===== src/rtl/sprite_update_scheduler.sv =====
// sprite_update_scheduler: queues CPU sprite writes and clear-all commands
// from the Avalon slave port and replays them into the sprite register file
// during vertical blanking, so the renderer never sees a half-updated frame.
module sprite_update_scheduler #(
  parameter int NUM_SPRITES = 30,
  parameter int FIFO_DEPTH  = 16
) (
  input  logic        clk,
  input  logic        reset,
  input  logic        chipselect,
  input  logic        write,
  input  logic        read,
  input  logic [5:0]  address,
  input  logic [31:0] writedata,
  output logic [31:0] readdata,
  input  logic        vblank,
  output logic        spr_we,
  output logic [4:0]  spr_index,
  output logic [31:0] spr_data
);

  localparam int PTR_W = $clog2(FIFO_DEPTH);
  localparam int CNT_W = PTR_W + 1;

  localparam logic [5:0] ADDR_CLEAR   = 6'd60;
  localparam logic [5:0] ADDR_STATUS  = 6'd61;
  localparam logic [5:0] ADDR_OVF_CLR = 6'd62;

  localparam logic [5:0]       SPR_LIMIT  = 6'(NUM_SPRITES);
  localparam logic [4:0]       LAST_IDX   = 5'(NUM_SPRITES - 1);
  localparam logic [CNT_W-1:0] FULL_COUNT = CNT_W'(FIFO_DEPTH);
  localparam logic [CNT_W-1:0] CNT_ONE    = CNT_W'(1);
  localparam logic [PTR_W-1:0] PTR_ONE    = PTR_W'(1);

  typedef enum logic [1:0] {
    IDLE  = 2'd0,
    DRAIN = 2'd1,
    CLEAR = 2'd2
  } state_t;

  // queue storage: entry = {clr, index[4:0], data[31:0]}
  logic [37:0]      mem [FIFO_DEPTH];
  logic [PTR_W-1:0] wr_ptr;
  logic [PTR_W-1:0] rd_ptr;
  logic [CNT_W-1:0] fifo_count;
  logic             overflow;

  // frame tracking and control state
  logic             vblank_q;
  logic [15:0]      frame_count;
  state_t           state;
  logic [CNT_W-1:0] pending;
  logic [4:0]       clr_idx;

  // decoded bus and queue handshakes
  logic        wr_sel;
  logic        push_sprite;
  logic        push_clear;
  logic        push_req;
  logic        fifo_full;
  logic        push;
  logic        pop;
  logic        rise;
  logic        busy;
  logic [37:0] push_entry;
  logic [37:0] head;
  logic        head_clr;
  logic [4:0]  head_index;
  logic [31:0] head_data;
  logic [31:0] status_word;

  // decode the bus access and the push/pop/rise conditions for this cycle
  always_comb begin
    wr_sel      = chipselect && write;
    push_sprite = wr_sel && (address < SPR_LIMIT);
    push_clear  = wr_sel && (address == ADDR_CLEAR);
    push_req    = push_sprite || push_clear;
    fifo_full   = (fifo_count == FULL_COUNT);
    push        = push_req && !fifo_full;
    pop         = (state == DRAIN) && vblank && (fifo_count != '0);
    rise        = vblank && !vblank_q;
    busy        = (state != IDLE);
    push_entry  = push_clear ? {1'b1, 5'd0, 32'd0}
                             : {1'b0, address[4:0], writedata};
    head        = mem[rd_ptr];
    head_clr    = head[37];
    head_index  = head[36:32];
    head_data   = head[31:0];
    status_word = {frame_count, busy, overflow, 8'd0, 6'(fifo_count)};
  end

  // entry storage needs no reset; only the pointers define what is valid
  always_ff @(posedge clk) begin
    if (push) begin
      mem[wr_ptr] <= push_entry;
    end
  end

  // queue pointers, occupancy and the sticky overflow flag
  always_ff @(posedge clk or negedge reset) begin
    if (!reset) begin
      wr_ptr     <= '0;
      rd_ptr     <= '0;
      fifo_count <= '0;
      overflow   <= 1'b0;
    end else begin
      if (push) begin
        wr_ptr <= wr_ptr + PTR_ONE;
      end
      if (pop) begin
        rd_ptr <= rd_ptr + PTR_ONE;
      end
      case ({push, pop})
        2'b10:   fifo_count <= fifo_count + CNT_ONE;
        2'b01:   fifo_count <= fifo_count - CNT_ONE;
        default: fifo_count <= fifo_count;
      endcase
      if (push_req && fifo_full) begin
        overflow <= 1'b1;
      end else if (wr_sel && (address == ADDR_OVF_CLR)) begin
        overflow <= 1'b0;
      end
    end
  end

  // vblank edge detector and frame counter; vblank_q starts high so a level
  // already present at reset release is not mistaken for a new frame
  always_ff @(posedge clk or negedge reset) begin
    if (!reset) begin
      vblank_q    <= 1'b1;
      frame_count <= 16'd0;
    end else begin
      vblank_q <= vblank;
      if (rise) begin
        frame_count <= frame_count + 16'd1;
      end
    end
  end

  // registered read port; holds the last returned word between reads
  always_ff @(posedge clk or negedge reset) begin
    if (!reset) begin
      readdata <= 32'd0;
    end else if (chipselect && read) begin
      readdata <= (address == ADDR_STATUS) ? status_word : 32'd0;
    end
  end

  // commit FSM: snapshot the queue on a frame start, drain it while vblank
  // lasts, and expand clear-all commands into one zero write per sprite
  always_ff @(posedge clk or negedge reset) begin
    if (!reset) begin
      state     <= IDLE;
      pending   <= '0;
      clr_idx   <= 5'd0;
      spr_we    <= 1'b0;
      spr_index <= 5'd0;
      spr_data  <= 32'd0;
    end else begin
      spr_we <= 1'b0;
      case (state)
        IDLE: begin
          if (rise && (fifo_count != '0)) begin
            pending <= fifo_count;
            state   <= DRAIN;
          end
        end
        DRAIN: begin
          if (!pop) begin
            state <= IDLE;
          end else begin
            pending <= pending - CNT_ONE;
            if (head_clr) begin
              clr_idx <= 5'd0;
              state   <= CLEAR;
            end else begin
              spr_we    <= 1'b1;
              spr_index <= head_index;
              spr_data  <= head_data;
              if (pending == CNT_ONE) begin
                state <= IDLE;
              end
            end
          end
        end
        CLEAR: begin
          spr_we    <= 1'b1;
          spr_index <= clr_idx;
          spr_data  <= 32'd0;
          clr_idx   <= clr_idx + 5'd1;
          if (clr_idx == LAST_IDX) begin
            state <= (pending != '0) ? DRAIN : IDLE;
          end
        end
        default: begin
          state <= IDLE;
        end
      endcase
    end
  end

endmodule


===== config.mk =====
export PLATFORM = sky130hd
export DESIGN_NAME = sprite_update_scheduler
export DESIGN_NICKNAME = d
export VERILOG_FILES = /design/src/rtl/sprite_update_scheduler.sv
export SDC_FILE = /design/constraint.sdc
export NUM_CORES = 1
export LEC_CHECK = 0
export BUFFER_PORTS_ARGS = -buffer_cell sky130_fd_sc_hd__buf_2
export CORE_ASPECT_RATIO = 0.5
export CORE_MARGIN = 2
export CORE_UTILIZATION = 40
export DETAILED_ROUTE_END_ITERATION = 12
export SYNTH_ARGS = -nofsm -noshare
export SYNTH_HDL_FRONTEND = slang
export SYNTH_SLANG_ARGS = --single-unit

===== constraint.sdc =====
create_clock -name clk -period 5.75 [get_ports clk]
set_input_delay 0.575 -clock clk [delete_from_list [all_inputs] [get_ports clk]]
set_output_delay 0.575 -clock clk [all_outputs]
set_load 0.05 [all_outputs]

==> results.txt, run 1 <==
* Syn-to-layout area delta: 13.21%
- Tightest slew margin relative to the limit: 17.49%
- Counting both buffers and inverters, the worst setup path holds a total of 1.
* Total global-route track usage: 17.16%
* Fill cell instance count of the final layout: 5,766
- I/O Buffers: 104
- For this run, the slowest stage of the critical path takes 1.05 ns.
- Placer congestion estimate: 0.7436
- After detailed routing, the total wire length is 61.14 mm.
- First-pass GRT wire length: 91.48 mm
- Die extent in y: 191.6 um
- No sink is reached through more buffers than the 3 on the longest clock path.
- Final setup violation count: 0
* Clock-pin slew of the registers on the worst-case setup and hold paths: 0.07 ns
- At the pin with the least slew margin, the transition time is 1.238 ns.
* Most used standard cell by instance count after synthesis: sky130_fd_sc_hd__edfxtp_1
- For the final routed database, the setup TNS stands at 0 ns.
- Max Fclk: 259.6 MHz
- Multi-input combinational cell area: 6787 sq um
- I/O pin cnt: 114
- The hold violation total from the final report was 0.
* Detailed Place HPWL: 35.04 mm
* Total count of max-transition violations in the final report: 0
- Data on the critical path arrives at its endpoint at 4.36 ns.
* Mapped Avg Cell Area: 20.23 sq um
- Unique cell type count in the Yosys netlist: 56
* Insertion delay to the later sink of the worst-skew pair: 0.61 ns
- Diodes inserted: 0
- The via count of the first global-routing pass is 14,520.
- In this run the worst hold path is classified as input port to async pin.
- Placeable core region: 69,340 sq um
* Element type at the critical path end: flip-flop
- Clock tree from TritonCTS: done
- After detailed routing, the number of remaining DRC violations is 0.
* Cell types with the highest counts after synthesis: sky130_fd_sc_hd__edfxtp_1, sky130_fd_sc_hd__mux4_2, sky130_fd_sc_hd__dfrtp_1, sky130_fd_sc_hd__nand2_1, sky130_fd_sc_hd__inv_1
- Number of synthesized register bits: 712
- CTS buffer count: 67
- The Yosys step of the flow raised 0 warnings.
- Antenna violations before repair: 0
* Final core utilization: 45.98%
- The tree built by TritonCTS fans out to 712 sinks.
- Along the worst path, the maximum fanout reaches 45.
- Antenna violation net count after detailed routing: 0
- The finished layout holds 2,521 standard cells, fillers aside.
- Dividing the detail-routed wire length by the instance count gives 24.25 um.
* Standard-cell rows: 68
- CTS Root Buffer Type: sky130_fd_sc_hd__clkbuf_16
- On the critical path, the stage with the largest delay is an instance of sky130_fd_sc_hd__dfrtp_4.
* Total placed cells including tap cells: 2,399
* Critical Path, Cell by Cell: mux4_2 -> a22oi_2 -> nand2_1 -> o22ai_4 -> buf_4 -> mux2i_1
- Number of detailed-routing iterations run before antenna repair: 5
* Most area-hungry cell type in the Yosys netlist: sky130_fd_sc_hd__edfxtp_1
- Count of hold buffers inserted by post-cts repair: 0
- Die Width: 379.3 um
- For this run the aggregate overflow at the end of global routing stands at 0.
- After detailed routing, the number of vias per cell comes to 5.407.
- Post-CTS repair changed the size of 0 cells.
- Leading cell types by total area after synthesis: sky130_fd_sc_hd__edfxtp_1, sky130_fd_sc_hd__mux4_2, sky130_fd_sc_hd__dfrtp_1, sky130_fd_sc_hd__mux2i_1, sky130_fd_sc_hd__and2_1
- Time the worst path needs with I/O delays and setup: 3.852 ns
- The die covers 72,670 sq um.
* Post-CTS Repair Setup Buffers: 0
* GR Layer Usage met1: 23.82%
- For this run, asynchronously set or reset flops after synthesis account for 14.61%.
- In this run the number of H-tree levels came out at 3.
- Required time reported for the critical path endpoint: 6.26 ns
* Number of enable flip-flop cells after synthesis: 608
- Detailed router's first-iteration violation count: 1,070
- The flow ran to the end, and the final reports show no timing, DRC or antenna violations.
* Post-synthesis instance area: 28,160 sq um
* Largest net degree at the start of global routing: 114
- Sequential cell area: 20,870 sq um
- Power density cells: 471.1 nW/um^2
* Gr busiest metal: met2
* Max-capacitance violation count: 0
- The post-route netlist has 28.49% of its cells at a drive strength greater than 1.
* Main synth FF type: sky130_fd_sc_hd__edfxtp_1
* Number of vias in the routed layout: 13,630
- Lkg Pwr: 10.89 nW
- Worst Setup Path Type: flip-flop to flip-flop
- Worst vdd rail ir drop: 0.5509 mV
- The initial utilization of the core area, before any placement, comes to 40.62%.
- For this run, global-route usage on met2 was measured as 28.20%.
- Global Route met3 Usage: 2.991%
- For this run, the register share of the synthesized area comes to 74.07%.
* Post-synth top area share: 64.83%
* Fraction of the cycle the final worst path needs: 66.99%
* CP Launch Type: flip-flop
- The kind of cell with the highest combined delay along the critical path is flip-flops.
- Cells after Synth: 1,392
* Post-route clock skew: 0.02370 ns
- Count of nets after finishing: 1,586
- Setup repair after global routing missed its margin: no
## power breakdown
part	switching (W)	total [W]	internal [W]
logic	0.00230	0.00424	0.00194
clock network	0.00191	0.00427	0.00237
registers	0.000529	0.00650	0.00597
## worst register-to-register path, cell delays in order, from the launching register on
cell and delay [ns]:
sky130_fd_sc_hd__dfrtp_4 1.05, sky130_fd_sc_hd__mux4_2 0.65, sky130_fd_sc_hd__a22oi_2 0.29, sky130_fd_sc_hd__nand2_1 0.18, sky130_fd_sc_hd__o22ai_4 0.74, sky130_fd_sc_hd__buf_4 0.54, sky130_fd_sc_hd__mux2i_1 0.32
## metal layers
metal,share of wire (%),vias to the layer above,wire (um)
met5,0,-,0
met4,1.9,0,1181
met3,5.3,72,3258
met2,49,392,29950
met1,44,7322,26760
li1,-,5844,-
## flip-flops by register name, indices dropped and copies added (netlist names)
register,count
rd_ptr,4
readdata,23
vblank_q,1
pending,5
spr_we,1
spr_index,5
clr_idx,5
fifo_count,5
state,2
wr_ptr,4
overflow,1
frame_count,16
mem,608
spr_data,32
## cell families (layout without fill, tap and decap cells)
logic type | after synthesis | count (layout) | synth area share [%]
buffers and inverters | 129 | 305 | 2.092
muxes | 236 | 236 | 16.52
other | 1 | 9 | 0.01332
and+or+nand+nor | 181 | 181 | 3.283
xor gates and xnor gates | 28 | 28 | 0.8707
adders and majority gates | 19 | 19 | 0.8441
DFF | 712 | 712 | 74.07
AOI/OAI and AO/OA | 86 | 86 | 2.301
## worst paths after layout
| path | from | to | slack [ns] | cells after the start |
|---|---|---|---|---|
| min reg2reg | frame_count[15] | frame_count[15] | 0.49 | 1 |
| min in group clk | vblank | vblank_q | 0.17 | 1 |
| max | rd_ptr[0] | spr_data[25] | 1.90 | 6 |
| min | reset | readdata[29] | 0.14 | 1 |
| max in group asynchronous | reset | rd_ptr[1] | 4.42 | 2 |
| max reg2reg | rd_ptr[0] | spr_data[25] | 1.90 | 6 |
## cell type report
type | count | area share (%)
Inverter | 48 | 0.5651
Tap cell | 945 | 3.708
Sequential cell | 712 | 65.46
Multi-Input combinational cell | 559 | 21.29
Clock buffer | 85 | 5.635
Timing Repair Buffer | 135 | 2.410
Clock inverter | 37 | 0.9340
## cells in the final DEF, fill, tap and decap left out, types with 4 or more instances in the layout
| master | netlist | final |
|---|---|---|
| sky130_fd_sc_hd__a21oi_1 | 16 | 16 |
| sky130_fd_sc_hd__a221o_1 | 7 | 7 |
| sky130_fd_sc_hd__a22o_1 | 23 | 23 |
| sky130_fd_sc_hd__and2_1 | 38 | 38 |
| sky130_fd_sc_hd__and3_1 | 20 | 5 |
| sky130_fd_sc_hd__and3_2 | 0 | 15 |
| sky130_fd_sc_hd__buf_2 | 12 | 103 |
| sky130_fd_sc_hd__buf_4 | 14 | 31 |
| sky130_fd_sc_hd__clkbuf_1 | 43 | 15 |
| sky130_fd_sc_hd__clkbuf_16 | 0 | 69 |
| sky130_fd_sc_hd__clkinv_1 | 0 | 16 |
| sky130_fd_sc_hd__clkinv_2 | 0 | 9 |
| sky130_fd_sc_hd__clkinvlp_4 | 0 | 4 |
| sky130_fd_sc_hd__conb_1 | 1 | 9 |
| sky130_fd_sc_hd__dfrtp_1 | 103 | 99 |
| sky130_fd_sc_hd__edfxtp_1 | 608 | 608 |
| sky130_fd_sc_hd__ha_1 | 19 | 19 |
| sky130_fd_sc_hd__inv_1 | 44 | 44 |
| sky130_fd_sc_hd__inv_2 | 4 | 4 |
| sky130_fd_sc_hd__mux2_2 | 9 | 9 |
| sky130_fd_sc_hd__mux2i_1 | 43 | 43 |
| sky130_fd_sc_hd__mux4_2 | 182 | 182 |
| sky130_fd_sc_hd__nand2_1 | 63 | 63 |
| sky130_fd_sc_hd__nand3_1 | 13 | 13 |
| sky130_fd_sc_hd__nand4_1 | 6 | 6 |
| sky130_fd_sc_hd__nor2_1 | 14 | 14 |
| sky130_fd_sc_hd__nor2b_1 | 7 | 7 |
| sky130_fd_sc_hd__nor3_1 | 11 | 9 |
| sky130_fd_sc_hd__o21ai_0 | 5 | 5 |
| sky130_fd_sc_hd__o21ai_1 | 8 | 8 |
| sky130_fd_sc_hd__xnor2_1 | 17 | 17 |
| sky130_fd_sc_hd__xor2_1 | 11 | 11 |
## per-stage QoR
stage	power, W	worst slack, ns	hold WS, ns	instance area [sq um]
after floorplan	0.009789	1.059	0.2794	28190
after global placement	0.01081	1.791	0.4700	29790
after detailed placement	0.01091	1.683	0.4840	29790
after CTS	0.01520	1.856	0.1164	31880
after global routing	0.01570	1.668	0.1416	31880
final	0.01502	1.898	0.1449	31880
Note: power is estimated with default switching activity, not from simulation.
==> run 2, diff against run 1 <==
==> constraint.sdc (replaced) <==
create_clock -name clk -period 3.7 [get_ports clk]
set_input_delay 0.37 -clock clk [delete_from_list [all_inputs] [get_ports clk]]
set_output_delay 0.37 -clock clk [all_outputs]
set_load 0.05 [all_outputs]
==> run 2 against run 1 <==
Non-clock buffer count up 13. Clock power up 55%. Sequential share of layout area down 0.63 points. Core utilization up 0.45 points. Setup slack worse by 1.5 ns. Clock skew up 0.0082 ns. Routed wire length up 1.2%. Fmax up 17%.
==> results.txt, run 2 (synthesis results as in run 1) <==
* Status: completed
- The tightest min-delay check is of the input port to flip-flop type.
- The global-route wire length before repair was 92.50 mm (+1.1%).
- Largest registers ranked by flip-flop count: mem: 608 flops, spr_data: 32 flops, readdata: 23 flops
- Die Width: 379.3 um (unchanged)
- The final antenna-violating net count was 0 (unchanged).
* Clock-pin slew of the registers on the worst-case setup and hold paths: 0.06 ns (about the same)
- Worst hold path stage count: 1
- Cell repeated most along the worst path: sky130_fd_sc_hd__ha_1
- The initial core utilization was 40.62% (unchanged).
- The number of antenna repair diodes came to 0 (unchanged).
- The number of buffers inserted during clock tree synthesis came to 67 (unchanged).
- The total buffers and inverters traversed by the critical path came to 2 (+1).
- The switching share of power was 31.51% (-0.035 points).
- In the layout the commonest cells are sky130_fd_sc_hd__edfxtp_1, sky130_fd_sc_hd__mux4_2, sky130_fd_sc_hd__buf_2, sky130_fd_sc_hd__dfrtp_1, sky130_fd_sc_hd__clkbuf_16.
- The total DRC errors in the routed layout is 0 (unchanged).
- More flip-flops sit in one register than any other, and that register is mem.
- The worst setup path is launched from a flip-flop.
- Clock tree from TritonCTS: done
- The largest incremental delay on the critical path came to 0.60 ns (-0.45 ns).
- The row count came to 68 (unchanged).
- Largest net degree at the start of global routing: 64 (-44%)
* Power spent charging and discharging nets: 0.007376 W (+56%)
- The worst endpoint data arrival time is 3.81 ns (-0.55 ns).
* Part of the power in registers: 42.3% (-1.0 points)
- Post-Route WL: 61.89 mm (+1.2%)
* Vias per inst: 5.422 (+0.29%)
* Slowest library cell on the worst path: sky130_fd_sc_hd__ha_1
* Lkg Pwr: 11.02 nW (+1.1%)
* Total count of max-transition violations in the final report: 0 (unchanged)
* Total global-route track usage: 17.36% (+0.20 points)
- Share of final-layout standard cells stronger than drive strength 1: 28.87% (+0.38 points)
- Total Neg Setup Slack: 0 ns (unchanged)
* Number of global-route vias before repair: 14,350 (-1.2%)
* Number of detailed-routing iterations run before antenna repair: 5 (unchanged)
* Post-route clock skew: 0.03188 ns (+0.008182 ns)
* Element type at the critical path end: flip-flop
- The relative slew slack came to 41.00% (+24 points).
* Insertion delay to the later sink of the worst-skew pair: 0.62 ns (about the same)
* Proportion of power drawn by combinational gates: 29.4% (+1.1 points)
* Placeable core region: 69,340 sq um (unchanged)
- The number of top-level design ports came to 114 (unchanged).
* Critical Path, Cell by Cell: inv_1 -> ha_1 -> o211ai_4 -> inv_2 -> ha_1 -> xor2_1 -> ha_1 -> a21boi_1 -> o221ai_1 -> a21o_1 -> a21oi_1 -> xor2_1
- The number of cells on the worst reg-to-reg path is 12 (+6).
* Maximum level of the CTS H-tree: 3 (unchanged)
* Count of nets after finishing: 1,599 (+0.82%)
- The number of violations reported at the end of detailed-routing iteration 0 was 1,213 (+13%).
- Kind of cell adding the most delay to the critical path: adder cells
- The hold violation total from the final report was 0 (unchanged).
- The shortest period the worst path allows came to 3.299 ns (-0.5527 ns).
- The detailed-route wire length per cell was 24.41 um (+0.67%).
- Fraction of the cycle the final worst path needs: 89.17% (+22 points)
- Flip-flop count of the largest register, all copies and words added: 608 (unchanged)
* Die extent in y: 191.6 um (unchanged)
- The cell-internal power came to 0.01603 W (+56%).
- PostCTS Resize Cnt: 0 (unchanged)
* Required time reported for the critical path endpoint: 4.21 ns (-2.05 ns)
* Max-capacitance violation count: 0 (unchanged)
- The initial antenna violation count is 1 (+1).
* Final setup violation count: 0 (unchanged)
* Worst Setup Path Type: flip-flop to flip-flop
- The total power consumption of the routed design was 0.02341 W (+56%).
- Transition at the pin with the smallest max-transition slack: 0.8850 ns (-0.3527 ns)
- Clock tree buffer depth: 3 (unchanged)
* Clk pwr share: 28.3% (-0.2 points)
- I/O Buffers: 104 (unchanged)
- The half-perimeter wire length after placement was 34.29 mm (-2.1%).
- The worst voltage drop across the vdd grid is 0.3133 mV (-43%).
* WP depth: 12 (+6)
* Die Area: 72,670 sq um (unchanged)
- The cell sitting at the root of the clock tree is a sky130_fd_sc_hd__clkbuf_16.
- GRT Residual Overflow: 0 (unchanged)
- Post-CTS Repair Setup Buffers: 0 (unchanged)
- Maximum net fanout on the critical path: 15 (-67%)
* Power density cells: 727.1 nW/um^2 (+54%)
- Number of clock sinks: 712 (unchanged)
- Leaving out fill and tap cells, the most frequent cell in the layout is sky130_fd_sc_hd__edfxtp_1.
* Setup repair after global routing missed its margin: no
- The area growth from synthesis to layout is 14.31%.
* Number of vias in the routed layout: 13,750 (+0.85%)
- The final weighted congestion in routability-driven placement was 0.7574 (+1.9%).
- Max Fclk: 303.1 MHz (+17%)
## run 2: cell count changes in the layout (fill, tap and decap cells not counted), sizes merged
cell and delta:
buf +11, inv +1, clkbuf -1, clkinv +5, dlygate4sd3 +2, clkinvlp -4
## run 2: final timing paths
check | startpoint | endpoint | slack, ns
min reg2reg | frame_count[15] | frame_count[15] | 0.48
min in group asynchronous | reset | readdata[29] | 0.39
min | address[1] | mem[9][33] | 0.20
max reg2reg | state[1] | fifo_count[4] | 0.40
max | state[1] | fifo_count[4] | 0.40
max in group asynchronous | reset | rd_ptr[1] | 2.31
## run 2: final cells by class
class | count | area, sq um
fillers | 5706 | 37150
inverters | 48 | 180.2
repair buffers | 148 | 1071
multi-input cells | 559 | 6793
clock inverters | 39 | 332.8
well taps | 945 | 1182
flip-flops and latches | 712 | 20870
clock buffers | 84 | 1762
## run 2: timing repair
action / 4_1_cts / 5_1_grt
hold buffers: 2 / 0
endpoints found under the setup margin: 0 / 0
hold endpoints to repair: 61 / 0
## run 2: power groups by stage
stage                     sequential (W)  combinational (W)  clock, W
final                            0.00991            0.00688   0.00661
after global routing             0.00998            0.00740   0.00708
after floorplan                   0.0105            0.00475         0
after CTS                        0.00991            0.00703   0.00676
after global placement            0.0100            0.00686         0
after detailed placement          0.0101            0.00700         0
## run 2: worst register-to-register path: cells and delay by family, from the launching register on
family | cells | cell delay (ns)
flip-flops | 1 | 0.41
buffers and inverters | 2 | 0.24
XOR/XNOR | 2 | 0.35
adder cells (fa/ha/maj) | 3 | 1.19
AO/OA/AOI/OAI | 5 | 1.01
## run 2: layer usage
layer | part of all wire, % | vias to the layer above | GRT usage (%)
met4 | 1.8 | 2 | 4.304
met3 | 4.5 | 81 | 3.089
li1 | - | 5885 | -
met5 | 0.029 | - | 0
met2 | 49 | 336 | 28.59
met1 | 45 | 7442 | 24.13
## run 2: stage by stage
stage | util, % | hold slack, ns | cells | setup WS, ns | cell area (sq um)
floorplan | - | 0.07441 | 1400 | 0.3750 | 28200
global placement | 43.38 | 0.4635 | 2410 | 0.4870 | 30080
detailed placement | 43.38 | 0.4756 | 2410 | 0.4167 | 30080
CTS | 46.43 | 0.1601 | 2535 | 0.4066 | 32190
global route | 46.43 | 0.1816 | 2535 | 0.1923 | 32190
finish | 46.43 | 0.2032 | 2535 | 0.4008 | 32190
